File: config.mk
export PLATFORM = sky130hd
export DESIGN_NAME = foc_run_sequencer
export DESIGN_NICKNAME = d
export VERILOG_FILES = /design/src/rtl/foc_seq_pkg.sv /design/src/rtl/foc_oc_detect.sv /design/src/rtl/foc_run_sequencer.sv
export SDC_FILE = /design/constraint.sdc
export NUM_CORES = 1
export LEC_CHECK = 0
export BUFFER_PORTS_ARGS = -buffer_cell sky130_fd_sc_hd__clkbuf_2
export CORE_MARGIN = 4
export CORE_UTILIZATION = 51
export DETAILED_ROUTE_END_ITERATION = 12
export PLACE_DENSITY = 0.8
export SETUP_SLACK_MARGIN = 0.02
export SLEW_MARGIN = 30
export SYNTH_ARGS = -nofsm -noshare
export SYNTH_HDL_FRONTEND = slang
export SYNTH_SLANG_ARGS = --single-unit
File: constraint.sdc
create_clock -name I_clk_40m -period 5.7 [get_ports I_clk_40m]
set_input_delay 0.57 -clock I_clk_40m [delete_from_list [all_inputs] [get_ports I_clk_40m]]
set_output_delay 0.57 -clock I_clk_40m [all_outputs]
set_load 0.01 [all_outputs]
File: src/rtl/foc_seq_pkg.sv
// rtl/foc_seq_pkg.sv - shared state encodings, mode constants and helpers for the FOC run sequencer
package foc_seq_pkg;

    typedef enum logic [2:0] {
        ST_IDLE       = 3'd0,
        ST_WAIT_INIT  = 3'd1,
        ST_ALIGN_UP   = 3'd2,
        ST_ALIGN_HOLD = 3'd3,
        ST_ALIGN_DN   = 3'd4,
        ST_RUN        = 3'd5,
        ST_FAULT      = 3'd6
    } seq_state_t;

    localparam logic [1:0] MODE_CUR  = 2'd0;
    localparam logic [1:0] MODE_VEL  = 2'd1;
    localparam logic [1:0] MODE_POS  = 2'd2;
    localparam logic [1:0] MODE_OPEN = 2'd3;

    // 17-bit magnitude so that -32768 becomes +32768 instead of wrapping
    function automatic logic [16:0] abs17(input logic signed [15:0] x);
        logic signed [16:0] w_ext;
        w_ext = 17'(x);
        return w_ext[16] ? -w_ext : w_ext;
    endfunction

endpackage

File: src/rtl/foc_oc_detect.sv
// rtl/foc_oc_detect.sv - three-phase over-current comparator with consecutive-sample trip counter
module foc_oc_detect
    import foc_seq_pkg::*;
#(
    parameter logic signed [15:0] OC_LIMIT = 16'sd3000,
    parameter logic        [3:0]  OC_COUNT = 4'd4
) (
    input  logic               i_clk,
    input  logic               i_rst,
    input  logic               i_enable,
    input  logic               i_valid,
    input  logic signed [15:0] i_ia,
    input  logic signed [15:0] i_ib,
    input  logic signed [15:0] i_ic,
    output logic               o_trip,
    output logic [2:0]         o_phase
);

    localparam logic [16:0] L_LIMIT = 17'(OC_LIMIT);

    logic [2:0] w_over;
    logic       w_any;
    logic [3:0] r_cnt;

    assign w_over[0] = abs17(i_ia) > L_LIMIT;
    assign w_over[1] = abs17(i_ib) > L_LIMIT;
    assign w_over[2] = abs17(i_ic) > L_LIMIT;
    assign w_any     = |w_over;

    // The sample that completes the run trips immediately, so the FSM reacts on the same edge
    assign o_trip  = i_enable && i_valid && w_any && (r_cnt >= OC_COUNT - 4'd1);
    assign o_phase = w_over;

    // Count consecutive over-limit samples; any clean sample or leaving a monitored state restarts the run
    always_ff @(posedge i_clk or posedge i_rst) begin
        if (i_rst) begin
            r_cnt <= '0;
        end else if (!i_enable) begin
            r_cnt <= '0;
        end else if (i_valid) begin
            if (!w_any) begin
                r_cnt <= '0;
            end else if (r_cnt < OC_COUNT - 4'd1) begin
                r_cnt <= r_cnt + 4'd1;
            end
        end
    end

endmodule

File: src/rtl/foc_run_sequencer.sv
// rtl/foc_run_sequencer.sv - start-up/run/fault sequencer driving the FOC controller command inputs
module foc_run_sequencer
    import foc_seq_pkg::*;
#(
    parameter int                 TICK_DIV    = 40000,
    parameter logic signed [15:0] ALIGN_VD    = 16'sd2000,
    parameter logic signed [15:0] RAMP_STEP   = 16'sd100,
    parameter logic        [15:0] ALIGN_TICKS = 16'd500,
    parameter logic signed [15:0] OC_LIMIT    = 16'sd3000,
    parameter logic        [3:0]  OC_COUNT    = 4'd4
) (
    input  logic               I_clk_40m,
    input  logic               I_rst,
    input  logic               I_start,
    input  logic               I_fault_clr,
    input  logic [1:0]         I_host_mode,
    input  logic signed [15:0] I_host_id_aim,
    input  logic signed [15:0] I_host_iq_aim,
    input  logic signed [15:0] I_host_vel_aim,
    input  logic signed [15:0] I_host_pos_aim,
    input  logic signed [15:0] I_host_vd,
    input  logic signed [15:0] I_host_vq,
    input  logic               I_init_done,
    input  logic [11:0]        I_angle_mec,
    input  logic               I_cur_valid,
    input  logic signed [15:0] I_current_ia,
    input  logic signed [15:0] I_current_ib,
    input  logic signed [15:0] I_current_ic,
    output logic               O_en,
    output logic [1:0]         O_control_mode,
    output logic signed [15:0] O_id_aim,
    output logic signed [15:0] O_iq_aim,
    output logic signed [15:0] O_vel_aim,
    output logic signed [15:0] O_pos_aim,
    output logic signed [15:0] O_vd,
    output logic signed [15:0] O_vq,
    output logic [11:0]        O_angle_zero,
    output logic [2:0]         O_state,
    output logic               O_fault,
    output logic [2:0]         O_fault_phase
);

    localparam int                 TW           = (TICK_DIV > 1) ? $clog2(TICK_DIV) : 1;
    localparam logic [TW-1:0]      L_TICK_LAST  = TW'(TICK_DIV - 1);
    localparam logic signed [16:0] L_ALIGN_VD17 = 17'(ALIGN_VD);

    seq_state_t         r_state, w_next_state;
    logic [TW-1:0]      r_tick_cnt;
    logic               w_tick;
    logic [15:0]        r_hold_cnt, w_hold_next;
    logic               w_monitor, w_trip;
    logic [2:0]         w_trip_phase;
    logic signed [16:0] w_vd_up, w_vd_dn;
    logic signed [15:0] w_ramp;
    logic [11:0]        r_angle_zero, w_angle_next;
    logic [2:0]         r_fault_phase, w_phase_next;
    logic               r_en, w_en;
    logic [1:0]         r_mode, w_mode;
    logic signed [15:0] r_id, r_iq, r_vel, r_pos, r_vd, r_vq;
    logic signed [15:0] w_id, w_iq, w_vel, w_pos, w_vd, w_vq;

    assign w_tick    = (r_tick_cnt == L_TICK_LAST);
    assign w_monitor = (r_state == ST_ALIGN_UP) || (r_state == ST_ALIGN_HOLD) ||
                       (r_state == ST_ALIGN_DN) || (r_state == ST_RUN);
    // r_vd doubles as the ramp register while in the alignment states
    assign w_vd_up   = 17'(r_vd) + 17'(RAMP_STEP);
    assign w_vd_dn   = 17'(r_vd) - 17'(RAMP_STEP);

    foc_oc_detect #(
        .OC_LIMIT (OC_LIMIT),
        .OC_COUNT (OC_COUNT)
    ) u_oc_detect (
        .i_clk    (I_clk_40m),
        .i_rst    (I_rst),
        .i_enable (w_monitor),
        .i_valid  (I_cur_valid),
        .i_ia     (I_current_ia),
        .i_ib     (I_current_ib),
        .i_ic     (I_current_ic),
        .o_trip   (w_trip),
        .o_phase  (w_trip_phase)
    );

    // Free-running 1 kHz tick prescaler, independent of sequencer state
    always_ff @(posedge I_clk_40m or posedge I_rst) begin
        if (I_rst) begin
            r_tick_cnt <= '0;
        end else if (w_tick) begin
            r_tick_cnt <= '0;
        end else begin
            r_tick_cnt <= r_tick_cnt + TW'(1);
        end
    end

    // Next state, ramp value and registered output values; fault beats start drop beats init loss
    always_comb begin
        w_next_state = r_state;
        w_hold_next  = r_hold_cnt;
        w_ramp       = r_vd;
        w_angle_next = r_angle_zero;
        w_phase_next = r_fault_phase;
        if (w_trip) begin
            w_next_state = ST_FAULT;
            w_phase_next = w_trip_phase;
        end else if (r_state != ST_FAULT && !I_start) begin
            w_next_state = ST_IDLE;
        end else if (w_monitor && !I_init_done) begin
            w_next_state = ST_WAIT_INIT;
        end else begin
            case (r_state)
                ST_IDLE: w_next_state = ST_WAIT_INIT;
                ST_WAIT_INIT: begin
                    if (I_init_done) begin
                        w_next_state = ST_ALIGN_UP;
                        w_ramp       = '0;
                    end
                end
                ST_ALIGN_UP: begin
                    if (w_tick) begin
                        if (w_vd_up >= L_ALIGN_VD17) begin
                            w_ramp       = ALIGN_VD;
                            w_next_state = ST_ALIGN_HOLD;
                            w_hold_next  = '0;
                        end else begin
                            w_ramp = w_vd_up[15:0];
                        end
                    end
                end
                ST_ALIGN_HOLD: begin
                    w_ramp = ALIGN_VD;
                    if (w_tick) begin
                        if (r_hold_cnt == ALIGN_TICKS - 16'd1) begin
                            w_angle_next = I_angle_mec;
                            w_next_state = ST_ALIGN_DN;
                        end else begin
                            w_hold_next = r_hold_cnt + 16'd1;
                        end
                    end
                end
                ST_ALIGN_DN: begin
                    if (r_vd == 16'sd0) begin
                        w_next_state = ST_RUN;
                    end else if (w_tick) begin
                        w_ramp = (w_vd_dn <= 17'sd0) ? 16'sd0 : w_vd_dn[15:0];
                    end
                end
                ST_RUN: ;
                ST_FAULT: begin
                    if (!I_start && I_fault_clr) begin
                        w_next_state = ST_IDLE;
                        w_phase_next = '0;
                    end
                end
                default: w_next_state = ST_IDLE;
            endcase
        end

        w_en   = 1'b0;
        w_mode = MODE_OPEN;
        w_id   = '0;
        w_iq   = '0;
        w_vel  = '0;
        w_pos  = '0;
        w_vd   = '0;
        w_vq   = '0;
        case (w_next_state)
            ST_ALIGN_UP, ST_ALIGN_HOLD, ST_ALIGN_DN: begin
                w_en = 1'b1;
                w_vd = w_ramp;
            end
            ST_RUN: begin
                w_en   = 1'b1;
                w_mode = I_host_mode;
                w_id   = I_host_id_aim;
                w_iq   = I_host_iq_aim;
                w_vel  = I_host_vel_aim;
                w_pos  = I_host_pos_aim;
                w_vd   = I_host_vd;
                w_vq   = I_host_vq;
            end
            default: ;
        endcase
    end

    // State and output registers; reset clears everything including the captured zero angle
    always_ff @(posedge I_clk_40m or posedge I_rst) begin
        if (I_rst) begin
            r_state       <= ST_IDLE;
            r_hold_cnt    <= '0;
            r_angle_zero  <= '0;
            r_fault_phase <= '0;
            r_en          <= 1'b0;
            r_mode        <= MODE_OPEN;
            r_id          <= '0;
            r_iq          <= '0;
            r_vel         <= '0;
            r_pos         <= '0;
            r_vd          <= '0;
            r_vq          <= '0;
        end else begin
            r_state       <= w_next_state;
            r_hold_cnt    <= w_hold_next;
            r_angle_zero  <= w_angle_next;
            r_fault_phase <= w_phase_next;
            r_en          <= w_en;
            r_mode        <= w_mode;
            r_id          <= w_id;
            r_iq          <= w_iq;
            r_vel         <= w_vel;
            r_pos         <= w_pos;
            r_vd          <= w_vd;
            r_vq          <= w_vq;
        end
    end

    assign O_en           = r_en;
    assign O_control_mode = r_mode;
    assign O_id_aim       = r_id;
    assign O_iq_aim       = r_iq;
    assign O_vel_aim      = r_vel;
    assign O_pos_aim      = r_pos;
    assign O_vd           = r_vd;
    assign O_vq           = r_vq;
    assign O_angle_zero   = r_angle_zero;
    assign O_state        = r_state;
    assign O_fault        = (r_state == ST_FAULT);
    assign O_fault_phase  = r_fault_phase;

endmodule

==> flow_metrics.tcl <==
set metrics [dict create \
    status "finished, final reports clean" \
    io_buffers 281 \
    seq_power_share_pct 43.0 \
    die_y_um 134 \
    clkSlewWorstSetupHoldPaths_ps 70 \
    tns_ps 0 \
    start_kind "register" \
    clk_path_buf_depth 2 \
    dp_hpwl_um 17800 \
    fmax_ghz 0.229 \
    cts_sinks 153 \
    hold_class "primary input to async pin" \
    routed_wl_um 24200 \
    slew_headroom_pct 45.0 \
    crit_type "register to register" \
    cts_buffers 17 \
    routed_via_density 5.69 \
    die_area_um2 17900 \
    crit_fanout 16 \
    hold_viol_final 0 \
    grt_antenna_before_repair 0 \
    dp.cells 1273 \
    cp.arrival_ps 4700 \
    cts-root-buf "clkbuf_16" \
    grt_max_degree 111 \
    gp_congestion 0.960 \
    drtPass1Iterations 6 \
    synthToLayoutAreaGrowth_pct 26.8 \
    synthCells 828 \
    synth_edf_count 0 \
    stdcell_count 1305 \
    vdd_drop_max_v 0.000253 \
    async_reset_ff_share_pct 100 \
    rsz0062_at_grt "no" \
    post-cts-setup-buffer-count 0 \
    yosys.area.top_type "dfrtp_1" \
    yosys-top-cells-area "dfrtp_1, and2_1, nand2_1" \
    initial_core_util_pct 52.6 \
    slew_viol_final 0 \
    reg2reg_setup_slack_ps 1320 \
    synth_fp_nets 1001 \
    synth_ff_type "dfrtp_1" \
    cts_tree "done" \
    min_period_ps 4380 \
    drtIter0Drc 523 \
    cp_cell_sequence "ha_1, a211oi_1, xnor2_1, a41oi_1, or4_1, a32oi_1, buf_4, nor2b_1, o211ai_1, buf_4, or4_1, o31ai_1" \
    drtAntennaViolNets 0 \
    cp_slowest_stage_delay_ps 740 \
    layout-drive-gt1-share_pct 32.6 \
    intPower_mw 1.91 \
    avgSynthCellArea_um2 9.76 \
    grt.total_usage_pct 27.0 \
    comb_power_share_pct 16.4 \
    core_area_um2 15400 \
    dieWidth_um 134 \
    switching_power_mw 0.854 \
    synth.distinct_cells 70 \
    wl_per_cell_um 18.6 \
    dp_slack_ps 1170 \
    clkPwrFrac_pct 40.6 \
    powerDensity_nw_per_um2 270 \
    swShare_pct 30.9 \
    num_rows 45 \
    clk_latency_ps 430 \
    synth-seq-cells 153 \
    netlist.area_leader.share_pct 46.8 \
    overflow 0 \
    ios 282 \
    cts-resized-gates 0 \
    post-route-drc-count 0 \
    antenna-diode-count 0 \
    clock_skew_ps 17.6 \
    slowest_stage "or4_1" \
    crit_required_ps 6020 \
    setup_slack_ps 1320 \
    cp-end-kind "register" \
    grt_pass1_vias 7316 \
    grt_pass1_wl_um 38500 \
    vias 7430 \
    h-tree-depth 4 \
    fin_crit_sh_pct 76.8 \
    ys_seq_area_share_pct 47.4 \
    leakagePower_nw 5.00 \
    drv_cap 0 \
    setup_violations 0 \
    netlist_area_um2 8080 \
    r2r_cells 12 \
    nNetsFinal 1254 \
    cts_hold_buf 0 \
    worstMarginPinSlew_ps 820 \
    yosys_warnings 0 \
]
-- final timing paths --
path | from | to
worst max-delay path | O_vd[2] | r_hold_cnt[5]
worst min-delay path | I_rst | O_vel_aim[6]
worst max register to register | O_vd[2] | r_hold_cnt[5]
worst min register to register | r_tick_cnt[4] | r_tick_cnt[4]
max in group asynchronous | I_rst | O_pos_aim[11]
min in group I_clk_40m | I_host_pos_aim[1] | O_pos_aim[1]
-- sequential cells by signal, indices dropped and copies added (netlist names) --
name / flops
O_en: 1
O_pos_aim: 16
u_oc_detect.r_cnt: 4
O_id_aim: 16
O_vd: 16
O_vel_aim: 16
O_state: 3
r_hold_cnt: 16
O_vq: 16
O_iq_aim: 16
O_control_mode: 2
O_angle_zero: 12
O_fault_phase: 3
r_tick_cnt: 16
-- Yosys cell counts, drive strengths merged (7+ instances only) --
master and count:
a211oi 8, a21o 7, a21oi 32, a2bb2oi 12, a31oi 9, and2 86, and3 13, buf 9
clkbuf 48, dfrtp 151, ha 9, inv 21, mux2 14, nand2 54, nand2b 11, nand3 22
nand3b 7, nand4 8, nor2 45, nor2b 9, nor3 22, nor4 10, o211ai 8, o21ai 33
o31ai 17, o41ai 20, or3 13, or4 10, xnor2 17, xor2 16
-- power groups by stage --
stage | logic, mW | clock network, mW | registers [mW]
after detailed placement | 0.447 | 0 | 1.21
after CTS | 0.451 | 1.14 | 1.19
after global placement | 0.441 | 0 | 1.20
after floorplan | 0.319 | 0 | 1.17
final | 0.454 | 1.12 | 1.19
after global routing | 0.505 | 1.19 | 1.20
-- layout make-up --
class                           count  area (um2)
Timing Repair Buffer              291        1490
Fill cell                        1252        5130
Multi-Input combinational cell    597        3970
Sequential cell                   153        3830
Clock buffer                       17         425
Clock inverter                     15         176
Inverter                           21        86.3
Tap cell                          211         264
-- routing by layer --
layer	up-vias	track usage [%]	routed length, um
met4	0	8.46	602
met1	3562	34.4	9690
met2	316	44.7	12100
met3	41	7.80	1880
met5	-	0	0
li1	3511	-	-
-- logic make-up after synthesis --
kind of cell	count (synthesis)	synth area share, %
AND/OR/NAND/NOR	338	23.5
AO/OA/AOI/OAI	197	17.6
flip-flops	153	47.4
buffers and inverters	78	3.87
XOR/XNOR	33	3.58
multiplexers	20	2.69
adder cells (fa/ha/maj)	9	1.39
-- critical path, delay by kind of cell, from the launching register on --
family / cells / cell delay (ps)
compound gates: 5 / 1410
buf+inv: 2 / 410
xor+xnor: 1 / 190
fa+ha+maj: 1 / 330
simple gates: 3 / 1440
flops: 1 / 500
-- metrics by stage --
step	cell area (um2)	hold slack (ps)	power (mW)	utilization (%)
floorplan	8080	439	1.49	-
global placement	9630	458	1.65	62.6
detailed placement	9640	461	1.65	62.7
CTS	10200	316	2.78	66.6
global route	10200	330	2.89	66.6
finish	10200	282	2.76	66.6
-- layout by cell type (no fill, tap or decap), types with 19 or more instances in the layout --
master	synthesis	final
dfrtp_1	151	151
and2_1	86	86
clkbuf_2	0	281
o41ai_1	19	19
nand2_1	54	54
nand3_1	22	22
inv_1	21	20
nor3_1	22	19
nor2_1	45	45
o21ai_0	26	26
a21oi_1	32	32
(Power assumes the default switching activity.)
